### src/rtl/motor_pkg.sv
// Shared codes for the line-follower motor path:
// FSM modes, H-bridge directions and tracker states.
package motor_pkg;

  typedef enum logic [2:0] {
    MODE_IDLE     = 3'd0,
    MODE_STRAIGHT = 3'd1,
    MODE_STEER_L  = 3'd2,
    MODE_STEER_R  = 3'd3,
    MODE_SEARCH   = 3'd4,
    MODE_STOP     = 3'd5
  } mode_e;

  localparam logic [1:0] DIR_FWD   = 2'b10;
  localparam logic [1:0] DIR_REV   = 2'b01;
  localparam logic [1:0] DIR_COAST = 2'b00;

  localparam logic [1:0] TRK_ON     = 2'b11;
  localparam logic [1:0] TRK_VEER_R = 2'b10;
  localparam logic [1:0] TRK_VEER_L = 2'b01;
  localparam logic [1:0] TRK_OFF    = 2'b00;

  // Steer against the veer; losing the line from a stop stays stopped.
  function automatic mode_e trk_mode(
    input logic [1:0] trk
  );
    mode_e m;
    unique case (trk)
      TRK_ON:     m = MODE_STRAIGHT;
      TRK_VEER_R: m = MODE_STEER_L;
      TRK_VEER_L: m = MODE_STEER_R;
      default:    m = MODE_STOP;
    endcase
    return m;
  endfunction

endpackage

### src/rtl/pwm_ramp_channel.sv
// One motor channel: per-period duty/direction ramp
// and registered PWM compare against the shared counter.
module pwm_ramp_channel
  import motor_pkg::*;
#(
  parameter int PWM_PERIOD = 1024,
  parameter int DUTY_STEP  = 32,
  localparam int CW = (PWM_PERIOD > 1) ? $clog2(PWM_PERIOD) : 1,
  localparam int DW = $clog2(PWM_PERIOD + 1)
) (
  input  logic          clk,
  input  logic          rst_n,
  input  logic [CW-1:0] pwm_cnt,
  input  logic          wrap,
  input  logic [1:0]    target_dir,
  input  logic [DW-1:0] target_duty,
  output logic          pwm,
  output logic [1:0]    dir
);

  localparam logic [DW-1:0] STEP = DW'(DUTY_STEP);

  logic [DW-1:0] duty;
  logic [DW-1:0] duty_nxt;
  logic [1:0]    dir_nxt;

  // Direction may only flip once the duty has drained to zero.
  always_comb begin
    duty_nxt = duty;
    dir_nxt  = dir;
    if (target_dir == dir || duty == '0) begin
      dir_nxt = target_dir;
      if (duty < target_duty)
        duty_nxt = (target_duty - duty > STEP) ?
                   duty + STEP : target_duty;
      else
        duty_nxt = (duty - target_duty > STEP) ?
                   duty - STEP : target_duty;
    end else begin
      duty_nxt = (duty > STEP) ? duty - STEP : '0;
    end
  end

  always_ff @(posedge clk or negedge rst_n) begin
    if (!rst_n) begin
      duty <= '0;
      dir  <= DIR_COAST;
      pwm  <= 1'b0;
    end else begin
      pwm <= DW'(pwm_cnt) < duty;
      if (wrap) begin
        duty <= duty_nxt;
        dir  <= dir_nxt;
      end
    end
  end

endmodule

### src/rtl/motor_drive_ctrl.sv
// Line-follower motor controller: tracker debounce,
// steer/search FSM and two ramped PWM channels.
module motor_drive_ctrl
  import motor_pkg::*;
#(
  parameter int PWM_PERIOD     = 1024,
  parameter int DEBOUNCE       = 16,
  parameter int DUTY_FAST      = 768,
  parameter int DUTY_SLOW      = 256,
  parameter int DUTY_STEP      = 32,
  parameter int SEARCH_TIMEOUT = 1 << 24
) (
  input  logic       clk,
  input  logic       rst_n,
  input  logic       en,
  input  logic [1:0] state,
  output logic       left_pwm,
  output logic       right_pwm,
  output logic [1:0] left_dir,
  output logic [1:0] right_dir,
  output logic [2:0] mode
);

  localparam int CW = (PWM_PERIOD > 1) ? $clog2(PWM_PERIOD) : 1;
  localparam int DW = $clog2(PWM_PERIOD + 1);
  localparam int BW = (DEBOUNCE > 1) ? $clog2(DEBOUNCE) : 1;
  localparam int SW = (SEARCH_TIMEOUT > 1) ?
                      $clog2(SEARCH_TIMEOUT) : 1;

  localparam logic [CW-1:0] CNT_LAST  = CW'(PWM_PERIOD - 1);
  localparam logic [BW-1:0] DB_LAST   = BW'(DEBOUNCE - 1);
  localparam logic [SW-1:0] SRCH_LAST = SW'(SEARCH_TIMEOUT - 1);
  localparam logic [DW-1:0] FAST      = DW'(DUTY_FAST);
  localparam logic [DW-1:0] SLOW      = DW'(DUTY_SLOW);

  logic [1:0]    cand;
  logic [1:0]    stable;
  logic [BW-1:0] db_cnt;
  mode_e         mode_q;
  mode_e         mode_nxt;
  logic          last_r;
  logic [SW-1:0] srch_cnt;
  logic [CW-1:0] pwm_cnt;
  logic          wrap;
  logic [1:0]    l_dir;
  logic [1:0]    r_dir;
  logic [DW-1:0] l_duty;
  logic [DW-1:0] r_duty;

  assign wrap = (pwm_cnt == CNT_LAST);
  assign mode = mode_q;

  always_ff @(posedge clk or negedge rst_n) begin
    if (!rst_n) begin
      cand   <= TRK_ON;
      stable <= TRK_ON;
      db_cnt <= '0;
    end else begin
      if (state != cand) begin
        cand   <= state;
        db_cnt <= '0;
      end else if (db_cnt != DB_LAST) begin
        db_cnt <= db_cnt + 1'b1;
      end
      if (db_cnt == DB_LAST)
        stable <= cand;
    end
  end

  always_comb begin
    mode_nxt = mode_q;
    unique case (mode_q)
      MODE_IDLE, MODE_STOP:
        mode_nxt = trk_mode(stable);
      MODE_STRAIGHT, MODE_STEER_L, MODE_STEER_R:
        mode_nxt = (stable == TRK_OFF) ?
                   MODE_SEARCH : trk_mode(stable);
      MODE_SEARCH:
        if (stable != TRK_OFF)
          mode_nxt = trk_mode(stable);
        else if (srch_cnt == SRCH_LAST)
          mode_nxt = MODE_STOP;
      default:
        mode_nxt = MODE_IDLE;
    endcase
    if (!en)
      mode_nxt = MODE_IDLE;
  end

  always_ff @(posedge clk or negedge rst_n) begin
    if (!rst_n) begin
      mode_q   <= MODE_IDLE;
      last_r   <= 1'b0;
      srch_cnt <= '0;
      pwm_cnt  <= '0;
    end else begin
      mode_q  <= mode_nxt;
      pwm_cnt <= wrap ? '0 : pwm_cnt + 1'b1;
      if (mode_nxt == MODE_STEER_L)
        last_r <= 1'b0;
      else if (mode_nxt == MODE_STEER_R)
        last_r <= 1'b1;
      if (mode_q != MODE_SEARCH)
        srch_cnt <= '0;
      else if (srch_cnt != SRCH_LAST)
        srch_cnt <= srch_cnt + 1'b1;
    end
  end

  // Spin toward the side the line was last seen on.
  always_comb begin
    l_dir  = DIR_COAST;
    r_dir  = DIR_COAST;
    l_duty = '0;
    r_duty = '0;
    unique case (1'b1)
      mode_q == MODE_STRAIGHT: begin
        l_dir = DIR_FWD; l_duty = FAST;
        r_dir = DIR_FWD; r_duty = FAST;
      end
      mode_q == MODE_STEER_L: begin
        l_dir = DIR_FWD; l_duty = SLOW;
        r_dir = DIR_FWD; r_duty = FAST;
      end
      mode_q == MODE_STEER_R: begin
        l_dir = DIR_FWD; l_duty = FAST;
        r_dir = DIR_FWD; r_duty = SLOW;
      end
      mode_q == MODE_SEARCH && !last_r: begin
        l_dir = DIR_REV; l_duty = SLOW;
        r_dir = DIR_FWD; r_duty = SLOW;
      end
      mode_q == MODE_SEARCH && last_r: begin
        l_dir = DIR_FWD; l_duty = SLOW;
        r_dir = DIR_REV; r_duty = SLOW;
      end
      default: ;
    endcase
  end

  pwm_ramp_channel #(
    .PWM_PERIOD (PWM_PERIOD),
    .DUTY_STEP  (DUTY_STEP)
  ) u_left (
    .clk         (clk),
    .rst_n       (rst_n),
    .pwm_cnt     (pwm_cnt),
    .wrap        (wrap),
    .target_dir  (l_dir),
    .target_duty (l_duty),
    .pwm         (left_pwm),
    .dir         (left_dir)
  );

  pwm_ramp_channel #(
    .PWM_PERIOD (PWM_PERIOD),
    .DUTY_STEP  (DUTY_STEP)
  ) u_right (
    .clk         (clk),
    .rst_n       (rst_n),
    .pwm_cnt     (pwm_cnt),
    .wrap        (wrap),
    .target_dir  (r_dir),
    .target_duty (r_duty),
    .pwm         (right_pwm),
    .dir         (right_dir)
  );

endmodule
### config.mk
export PLATFORM = sky130hd
export DESIGN_NAME = motor_drive_ctrl
export DESIGN_NICKNAME = d
export VERILOG_FILES = /design/src/rtl/motor_pkg.sv /design/src/rtl/pwm_ramp_channel.sv /design/src/rtl/motor_drive_ctrl.sv
export SDC_FILE = /design/constraint.sdc
export NUM_CORES = 1
export LEC_CHECK = 0
export ABC_AREA = 1
export CAP_MARGIN = 20
export CORE_MARGIN = 4
export CORE_UTILIZATION = 33
export CTS_CLUSTER_SIZE = 12
export DETAILED_ROUTE_END_ITERATION = 8
export GPL_TIMING_DRIVEN = 0
export PLACE_DENSITY = 0.48
export SYNTH_ARGS = -nofsm -noshare
export SYNTH_HDL_FRONTEND = slang
export SYNTH_HIERARCHICAL = 1
export SYNTH_SLANG_ARGS = --single-unit
### constraint.sdc
create_clock -name clk -period 2.4 [get_ports clk]
set_input_delay 0.48 -clock clk [delete_from_list [all_inputs] [get_ports clk]]
set_output_delay 0.48 -clock clk [all_outputs]
set_load 0.02 [all_outputs]
==> results of run 1 <==
==> cell usage in the layout (no fill, tap or decap), types with 8 or more instances in the layout <==
| master | netlist | layout |
|---|---|---|
| nand2_1 | 390 | 356 |
| inv_1 | 193 | 171 |
| nand3_1 | 122 | 107 |
| nor2_1 | 99 | 88 |
| dfrtp_1 | 70 | 64 |
| ha_1 | 70 | 57 |
| conb_1 | 1 | 54 |
| buf_4 | 1 | 52 |
| nand2_2 | 16 | 38 |
| a21oi_1 | 40 | 30 |
| inv_2 | 7 | 21 |
| nand4_1 | 21 | 21 |
| nand2_4 | 10 | 20 |
| o21ai_0 | 29 | 20 |
| nor2_4 | 10 | 19 |
| xor2_1 | 18 | 18 |
| nand3_2 | 3 | 15 |
| or2_2 | 12 | 12 |
| clkdlybuf4s50_1 | 0 | 12 |
| nor2_2 | 8 | 10 |
| o21ai_1 | 5 | 10 |
| buf_6 | 6 | 9 |
| clkbuf_16 | 0 | 9 |
| a21oi_2 | 1 | 9 |
| xnor2_1 | 8 | 8 |
| ha_4 | 0 | 8 |
==> registers in the layout, indices dropped and copies added (netlist names), 3 cells and up <==
register and cells:
mode 3, db_cnt 4, srch_cnt 24, pwm_cnt 10, u_right/duty 11, u_left/duty 11
==> logic make-up after synthesis <==
group | Yosys count | synth area share [%]
AND/OR/NAND/NOR | 704 | 41.6
buffers and inverters | 213 | 11.3
AO/OA/AOI/OAI | 107 | 8.13
flip-flops | 74 | 24.1
adder cells (fa/ha/maj) | 72 | 11.9
XOR/XNOR | 26 | 2.96
other | 1 | 0.0487
==> metal layers <==
| metal | part of all wire, % | up-vias | track usage (%) | routed length [um] |
|---|---|---|---|---|
| met5 | 0 | - | 0 | 0 |
| met4 | 1.0 | 0 | 3.76 | 217 |
| met3 | 2.3 | 16 | 1.46 | 469 |
| met2 | 45 | 104 | 26.7 | 9410 |
| met1 | 51 | 3380 | 23.1 | 10600 |
| li1 | - | 3996 | - | - |
==> where the power goes <==
part / switching, mW / leakage (nW) / internal [mW]
Combinational: 0.519 / 3.95 / 0.330
Clock: 0.540 / 0.146 / 0.788
Sequential: 0.0162 / 0.921 / 1.26
==> worst reg2reg max path, delay by kind of cell (launching register included) <==
family,cells,cell delay [ns]
and+or+nand+nor,15,1.23
adders and majority gates,1,0.31
buffers and inverters,3,0.26
AOI/OAI and AO/OA,1,0.19
DFF,1,0.46
==> metrics by stage <==
step                      TNS, ns  area [um^2]
after floorplan                 0         7960
after global placement    -162.20         8480
final                       -1.96         9730
after global routing        -5.58         9730
after detailed placement    -9.97         8510
after CTS                   -1.39         9380
==> final timing paths <==
path,start,endpoint,slack [ns]
min,cand[1]$_DFFE_PN1N_,stable[1]$_DFFE_PN1N_,0.49
max reg2reg,mode[0]$_DFF_PN0_,u_right/duty[1]$_DFFE_PN0P_,-0.16
min reg2reg,cand[1]$_DFFE_PN1N_,stable[1]$_DFFE_PN1N_,0.49
max,mode[0]$_DFF_PN0_,u_right/duty[1]$_DFFE_PN0P_,-0.16
min in group asynchronous,rst_n,srch_cnt[17]$_DFFE_PN0P_,0.52
max in group asynchronous,rst_n,u_right/duty[5]$_DFFE_PN0P_,1.27
==> area by class of cell <==
cell class	count	area, um^2
buffer	12	108
clock inverter	3	22.5
inverter	200	782
multi-input combinational	963	5710
fill	2447	13000
clock buffer	13	270
sequential	74	1860
tap	313	392
timing repair buffer	69	586
==> what timing repair did <==
item,4_1_cts,5_1_grt
pin swaps,54,41
hold buffers,1,0
hold endpoints to repair,10,0
setup endpoints to repair,26,26
buffers inserted,35,19
gates resized for setup,92,66
==> impl_metrics.tcl, run 1 <==
set metrics [dict create \
    setup_slack_ns -0.163 \
    synth_edf_count 0 \
    r2r_cells 20 \
    diodes 0 \
    antenna_found_initial 0 \
    place_congestion 0.864 \
    crit_path_max_fanout 5 \
    slowest_stage "dfrtp_2" \
    area_growth_pct 26.4 \
    cts_sinks 74 \
    required_ns 2.63 \
    grt_overflow_total 0 \
    leakage_nw 5.01 \
    netlist.area_leader.share_pct 22.8 \
    fmax_ghz 0.390 \
    final_layout_size_suffix_gt1_share_pct 20.8 \
    status "finished with violations" \
    cts_made_buffers 9 \
    stdcell_count 1647 \
    syn_avg_cell_area_um2 6.43 \
    num_io_pins 14 \
    cp.arrival_ns 2.80 \
    final_nets 1406 \
    routed_via_density 4.55 \
    hold_viol 0 \
    yosysWarnings 6 \
    hold_path_depth 2 \
    hold_ws_ns 0.488 \
    cap_viol_max_count 0 \
    htreeDepth 3 \
    grt_first_pass_wirelength_mm 35.0 \
    drv_slew 0 \
    cp_num_cells 20 \
    die_w_um 161 \
    clock_latency_ns 0.34 \
    period_needed_ns 2.56 \
    routedWlPerCell_um 12.6 \
    crit_buf_inv 3 \
    vias 7496 \
    placed_cells 1577 \
    synth.most_common_cell "nand2_1" \
    ys_ff_latch 74 \
    peakVddDrop_mv 0.301 \
    cts_tree "built" \
    start_util_pct 33.8 \
    path_cells "inv_2 -> nand2_2 -> a21oi_4 -> inv_2 -> ha_4 -> nand2_4 -> nor2_4 -> nand3_2 -> nand3_2 -> nand2_1 -> nand2_1 -> nand2_2 -> inv_2 -> nand2_4 -> nand2_4 -> nand2_8 -> nand2_4 -> nand3_4 -> nand2_1 -> nand2_1" \
    cp_top_family "simple AND/OR/NAND/NOR gates" \
    worst_slew_pin_slew_ns 0.500 \
    numPortBuffers 13 \
    slew-limit-headroom_pct 66.5 \
    ctsRootBufferMaster "clkbuf_16" \
    synth.distinct_cells 43 \
    ctsLongestPathBuffers 2 \
    hold_path.class "reg -> reg" \
    grt_pass1_vias 7082 \
    setup_viol 20 \
    synth_ff_type "dfrtp_1" \
    die_h_um 161 \
    synth.area.top_cells "dfrtp_1, nand2_1, ha_1" \
    pre_cts_ws_ns -0.481 \
    critical_path_class "reg -> reg" \
    rows 55 \
    finalClockSkew_ns 0.00901 \
    startpoint_type "flop" \
    drt-initial-drc-count 355 \
    grt_max_degree 65 \
    synth_area_mm2 0.00770 \
    route.detailed.drc 0 \
    dp_hpwl_mm 16.1 \
    grt_usage_pct 16.2 \
    syn_inst 1197 \
    clkTransAtPathRegs_ns 0.06 \
    post-route-period-util_pct 107 \
    fin_util_pct 42.7 \
    drt-total-wl_mm 20.7 \
    power_mw 3.45 \
    synth_common_cells "nand2_1, inv_1, nand3_1, nor2_1" \
    yosysSeqAreaShare_pct 24.1 \
    powerDensity_mw_per_mm2 355 \
    synthArstFlopShare_pct 100 \
    endpoint_kind "flop" \
    die-area_mm2 0.0258 \
    violations "setup timing" \
    synth_area_leader_cell "dfrtp_1" \
    detail-route-antenna-nets 0 \
    max_stage_delay_ns 0.46 \
    core_mm2 0.0228 \
    drt_first_pass_iters 5 \
    rsz0062_at_grt "yes" \
]
No activity file was read; power rests on OpenSTA's default activity.
==> run 2, diff against run 1 <==
Settings changed: CORE_UTILIZATION 33 to 55, PLACE_DENSITY 0.48 to 0.74, SYNTH_HIERARCHICAL 1 to unset.
==> impl_metrics.tcl, run 2 <==
set metrics [dict create \
    status "finished, final reports clean" \
    mostFrequentLayoutCell "nand2_1" \
    largest_reg_flops 24 \
    syn_inst 615 \
    startpoint_type "flop" \
    syn_nets 653 \
    stdcell_count 760 \
    synth.distinct_cells 42 \
    routed_via_density 5.53 \
    drt-total-wl_mm 10.9 \
    peakVddDrop_mv 0.297 \
    hold_viol 0 \
    cts_sinks 64 \
    endpoint_kind "flop" \
    yosysSeqAreaShare_pct 34.8 \
    grt_usage_pct 22.8 \
    dp_hpwl_mm 7.77 \
    synth.area.top_cells "dfrtp_1, nand2_1, ha_1" \
    core_mm2 0.00818 \
    synth.most_common_cell "nand2_1" \
    synth_area_mm2 0.00461 \
    synthArstFlopShare_pct 100 \
    crit_path_max_fanout 4 \
    hold_ws_ns 0.218 \
    die_w_um 99.6 \
    synth_area_leader_cell "dfrtp_1" \
    antenna_found_initial 0 \
    setup_viol 0 \
    r2r_cells 10 \
    ctsRootBufferMaster "clkbuf_8" \
    slew-limit-headroom_pct 45.8 \
    clkTransAtPathRegs_ns 0.08 \
    rows 33 \
    post-route-period-util_pct 98.6 \
    area_growth_pct 17.5 \
    vias 4204 \
    pre_cts_ws_ns -0.265 \
    ys_ff_latch 64 \
    tns_ns 0 \
    fin_util_pct 66.3 \
    timing.rr.start "mode[0]$_DFF_PN0_" \
    placed_cell_area_mm2 0.00487 \
    syn_avg_cell_area_um2 7.50 \
    netlist.area_leader.share_pct 32.6 \
    ctsLongestPathBuffers 2 \
    cap_viol_max_count 0 \
    hold_path.class "in -> async" \
    power_mw 2.64 \
    powerDensity_mw_per_mm2 488 \
    cts_tree "built" \
    yosysWarnings 0 \
    num_io_pins 14 \
    detail-route-antenna-nets 0 \
    drt-initial-drc-count 228 \
    layout_common_cells "nand2_1, inv_1, dfrtp_1" \
    synth_edf_count 0 \
    die_h_um 99.6 \
    drv_slew 0 \
    cts_made_buffers 9 \
    required_ns 2.62 \
    setup_slack_ns 0.0326 \
    place_congestion 0.933 \
    finalClockSkew_ns 0.0163 \
    grt_first_pass_wirelength_mm 18.4 \
    clock_latency_ns 0.35 \
    largest-register "srch_cnt" \
    synth_ff_type "dfrtp_1" \
    route.detailed.drc 0 \
    final_nets 688 \
    postCtsHoldBufs 0 \
    period_needed_ns 2.37 \
    drt_first_pass_iters 5 \
    final_area_mm2 0.00542 \
    r2r_slack_ns 0.03 \
    placed_cells 733 \
    htreeDepth 3 \
    worst_slew_pin_slew_ns 0.813 \
    grt_overflow_total 0 \
    die-area_mm2 0.00991 \
    rsz0062_at_grt "yes" \
    diodes 0 \
    start_util_pct 56.4 \
    numPortBuffers 13 \
    grt_max_degree 65 \
    final_layout_size_suffix_gt1_share_pct 18.6 \
    grt_pass1_vias 4012 \
    cp.arrival_ns 2.59 \
    rr_endpoint "u_right.duty[10]$_DFFE_PN0N_" \
    leakage_nw 2.63 \
    top_regs "srch_cnt (24), pwm_cnt (10)" \
    fmax_ghz 0.422 \
    critical_path_class "reg -> reg" \
    routedWlPerCell_um 14.3 \
    synth_common_cells "nand2_1, inv_1, dfrtp_1, nor2_1, nand3_1" \
]
## run 2: power breakdown
group | switching [mW] | leakage, nW | internal, mW | total [mW]
Clock | 0.466 | 0.123 | 0.724 | 1.19
Combinational | 0.212 | 1.65 | 0.138 | 0.350
Sequential | 0.0116 | 0.855 | 1.09 | 1.10
## run 2: worst max-delay path by stage
stage | depth (start not counted) | end | start | slack, ns
4_1_cts | 12 | u_right.duty[9]$_DFFE_PN0N_ | mode[2]$_DFF_PN0_ | -0.005
2_1_floorplan | 13 | u_left.duty[10]$_DFFE_PN0N_ | mode[1]$_DFF_PN0_ | 0.09
6_report | 10 | u_right.duty[10]$_DFFE_PN0N_ | mode[0]$_DFF_PN0_ | 0.03
3_5_place_dp | 13 | u_left.duty[10]$_DFFE_PN0N_ | mode[0]$_DFF_PN0_ | -0.26
5_1_grt | 12 | u_left.duty[8]$_DFFE_PN0N_ | mode[0]$_DFF_PN0_ | -0.12
3_3_place_gp | 1 | pwm_cnt[1]$_DFF_PN0_ | rst_n | -1.34
## run 2: final cells by class
class                      count  area (um^2)
buffer                        10         61.3
clock buffer                  10          138
clock inverter                 6          115
fill                         688         2760
inverter                      97          364
multi-input combinational    443         2760
sequential                    64         1610
tap                          105          131
timing repair buffer          25          234
## run 2: worst max-delay path, cell delays in order (launching register included)
cell and delay [ns]:
dfrtp_2 0.45, o21ai_4 0.26, nand2_4 0.12, ha_4 0.18
fa_2 0.37, xnor2_2 0.16, nand4_1 0.20, nand2_2 0.16
inv_2 0.06, a22oi_1 0.18, o21ai_1 0.09
## run 2: cell families after synthesis
logic type | share of synthesized area [%]
simple gates | 30.0
buf+inv | 9.31
compound gates | 11.5
flops | 34.8
fa+ha+maj | 9.28
xor+xnor | 5.13
## run 2: routing by layer
metal / vias up / track usage [%] / wire length, um
met1: 1996 / 31.6 / 5070
met3: 19 / 4.56 / 479
li1: 2074 / - / -
met4: 0 / 6.20 / 225
met5: - / 0 / 0
met2: 115 / 36.7 / 5120
## run 2: repair_timing
item / in CTS / in global routing
setup endpoints to repair: 12 / 12
gates resized for setup: 10 / 37
pin swaps: 1 / 14
buffers inserted: 4 / 8
==> run 3, diff against run 2 <==
Settings changed: MAX_ROUTING_LAYER set to met4.
==> impl_metrics.tcl, run 3 (synthesis results as in run 2) <==
set metrics [dict create \
    status "finished, final reports clean" \
    detail-route-antenna-nets 0 \
    area_growth_pct 15.8 \
    drt-initial-drc-count 166 \
    ctsLongestPathBuffers 2 \
    layout_common_cells "nand2_1, inv_1, dfrtp_1" \
    die-area_mm2 0.00991 \
    rsz0062_at_grt "yes" \
    power_mw 2.36 \
    htreeDepth 3 \
    routedWlPerCell_um 14.2 \
    path_cells "o21ai_4 -> nand2_4 -> ha_4 -> fa_2 -> nand4_1 -> a21oi_1 -> o21ai_2 -> nand2_1 -> nand2_1 -> a21oi_1" \
    post-route-period-util_pct 100 \
    route.detailed.drc 0 \
    die_w_um 99.6 \
    placed_cells 733 \
    r2r_cells 10 \
    placed_cell_area_mm2 0.00487 \
    p_comb_share_pct 14.6 \
    cap_viol_max_count 0 \
    dp_hpwl_mm 7.77 \
    cts_made_buffers 9 \
    drt-total-wl_mm 10.7 \
    power_frac_seq_pct 46.6 \
    top_regs "srch_cnt (24), pwm_cnt (10)" \
    powerDensity_mw_per_mm2 443 \
    antenna_found_initial 0 \
    grt_pass1_vias 3903 \
    mostFrequentLayoutCell "nand2_1" \
    setup_viol 0 \
    hold_viol 0 \
    clock_latency_ns 0.34 \
    final_nets 687 \
    cts_tree "built" \
    critical_path_class "reg -> reg" \
    grt_busiest_layer "met2" \
    die_h_um 99.6 \
    place_congestion 0.943 \
    largest-register "srch_cnt" \
    crit_path_max_fanout 5 \
    grtUsageMet2_pct 36.3 \
    leakage_nw 2.59 \
    grt_max_degree 65 \
    worst_slew_pin_slew_ns 0.806 \
    diodes 0 \
    core_mm2 0.00818 \
    switching_share_pct 27.2 \
    period_needed_ns 2.40 \
    max_stage_delay_ns 0.51 \
    drt_first_pass_iters 5 \
    startpoint_type "flop" \
    start_util_pct 56.4 \
    final_layout_size_suffix_gt1_share_pct 18.4 \
    slew-limit-headroom_pct 46.3 \
    internal_power_mw 1.72 \
    slowest_stage "fa_2" \
    hold_path.class "in -> async" \
    numPortBuffers 13 \
    drv_slew 0 \
    use_met1_pct 31.2 \
    cts_sinks 64 \
    finalClockSkew_ns 0.0117 \
    p_clk_share_pct 38.8 \
    routed_via_density 5.42 \
    grt_first_pass_wirelength_mm 18.0 \
    switchingPower_mw 0.643 \
    fmax_ghz 0.417 \
    num_io_pins 14 \
    rows 33 \
    fin_util_pct 65.3 \
    clkTransAtPathRegs_ns 0.07 \
    grt_usage_pct 23.3 \
    stdcell_count 758 \
    cp.arrival_ns 2.67 \
    vias 4110 \
    endpoint_kind "flop" \
    ctsRootBufferMaster "clkbuf_8" \
    peakVddDrop_mv 0.296 \
    pre_cts_ws_ns -0.247 \
    largest_reg_flops 24 \
    final_area_mm2 0.00534 \
    met3_usage_pct 4.35 \
    required_ns 2.67 \
    setup_slack_ns 0.000913 \
    grt_overflow_total 0 \
]
[run 3: cell types whose count changed in the layout (fill, tap and decap cells not counted), sizes merged]
cell	change
clkinv	+2
buf	-1
inv	-1
bufinv	-2
clkbuf	+1
clkinvlp	-1
[run 3: what timing repair did]
item | in CTS | in global routing
setup buffers | 5 | 6
pin swaps | 1 | 13
resized for setup | 11 | 40
endpoints found under the hold margin | 0 | 0
setup endpoints to repair | 12 | 12
hold buffers | 0 | 0
[run 3: metrics by stage]
step,hold WS (ns),TNS (ns)
6_report,0.213,0
5_1_grt,0.295,-1.01
4_1_cts,0.262,0
3_5_place_dp,0.494,-2.36
3_3_place_gp,0.480,-81.54
2_1_floorplan,0.184,0
[run 3: layer usage]
metal	wire length [um]	share of wire, %
met1	5070	47
met2	5130	48
met3	396	3.7
met4	129	1.2
met5	0	0
[run 3: path summary, 6_finish.rpt]
| path | start | slack [ns] | to |
|---|---|---|---|
| setup / recovery | mode[0]$_DFF_PN0_ | 0.0009 | u_right.duty[8]$_DFFE_PN0N_ |
| hold / removal | rst_n | 0.21 | srch_cnt[9]$_DFFE_PN0P_ |
| setup reg to reg | mode[0]$_DFF_PN0_ | 0.0009 | u_right.duty[8]$_DFFE_PN0N_ |
| hold reg to reg | stable[1]$_DFFE_PN1N_ | 0.50 | stable[1]$_DFFE_PN1N_ |
| max in group asynchronous | rst_n | 1.60 | mode[2]$_DFF_PN0_ |
| min in group clk | stable[1]$_DFFE_PN1N_ | 0.50 | stable[1]$_DFFE_PN1N_ |
[run 3: final cells by class]
class | count | area (um^2)
Clock buffer | 11 | 141
Fill cell | 701 | 2830
Tap cell | 105 | 131
Clock inverter | 4 | 45.0
Timing Repair Buffer | 24 | 226
Inverter | 97 | 364
Multi-Input combinational cell | 443 | 2760
Sequential cell | 64 | 1610
Buffer | 10 | 61.3
[run 3: power by group through the flow]
stage / logic (mW) / clock network (mW) / registers (mW)
after floorplan: 0.179 / 0 / 1.12
after global placement: 0.255 / 0 / 1.12
after detailed placement: 0.263 / 0 / 1.12
after CTS: 0.277 / 0.935 / 1.10
after global routing: 0.383 / 0.981 / 1.10
final: 0.345 / 0.917 / 1.10
[run 3: worst max-delay path, delay by kind of cell, from the launching register on]
kind,cells,cell delay (ns)
compound gates,4,0.74
fa+ha+maj,2,0.69
flops,1,0.46
simple gates,4,0.44
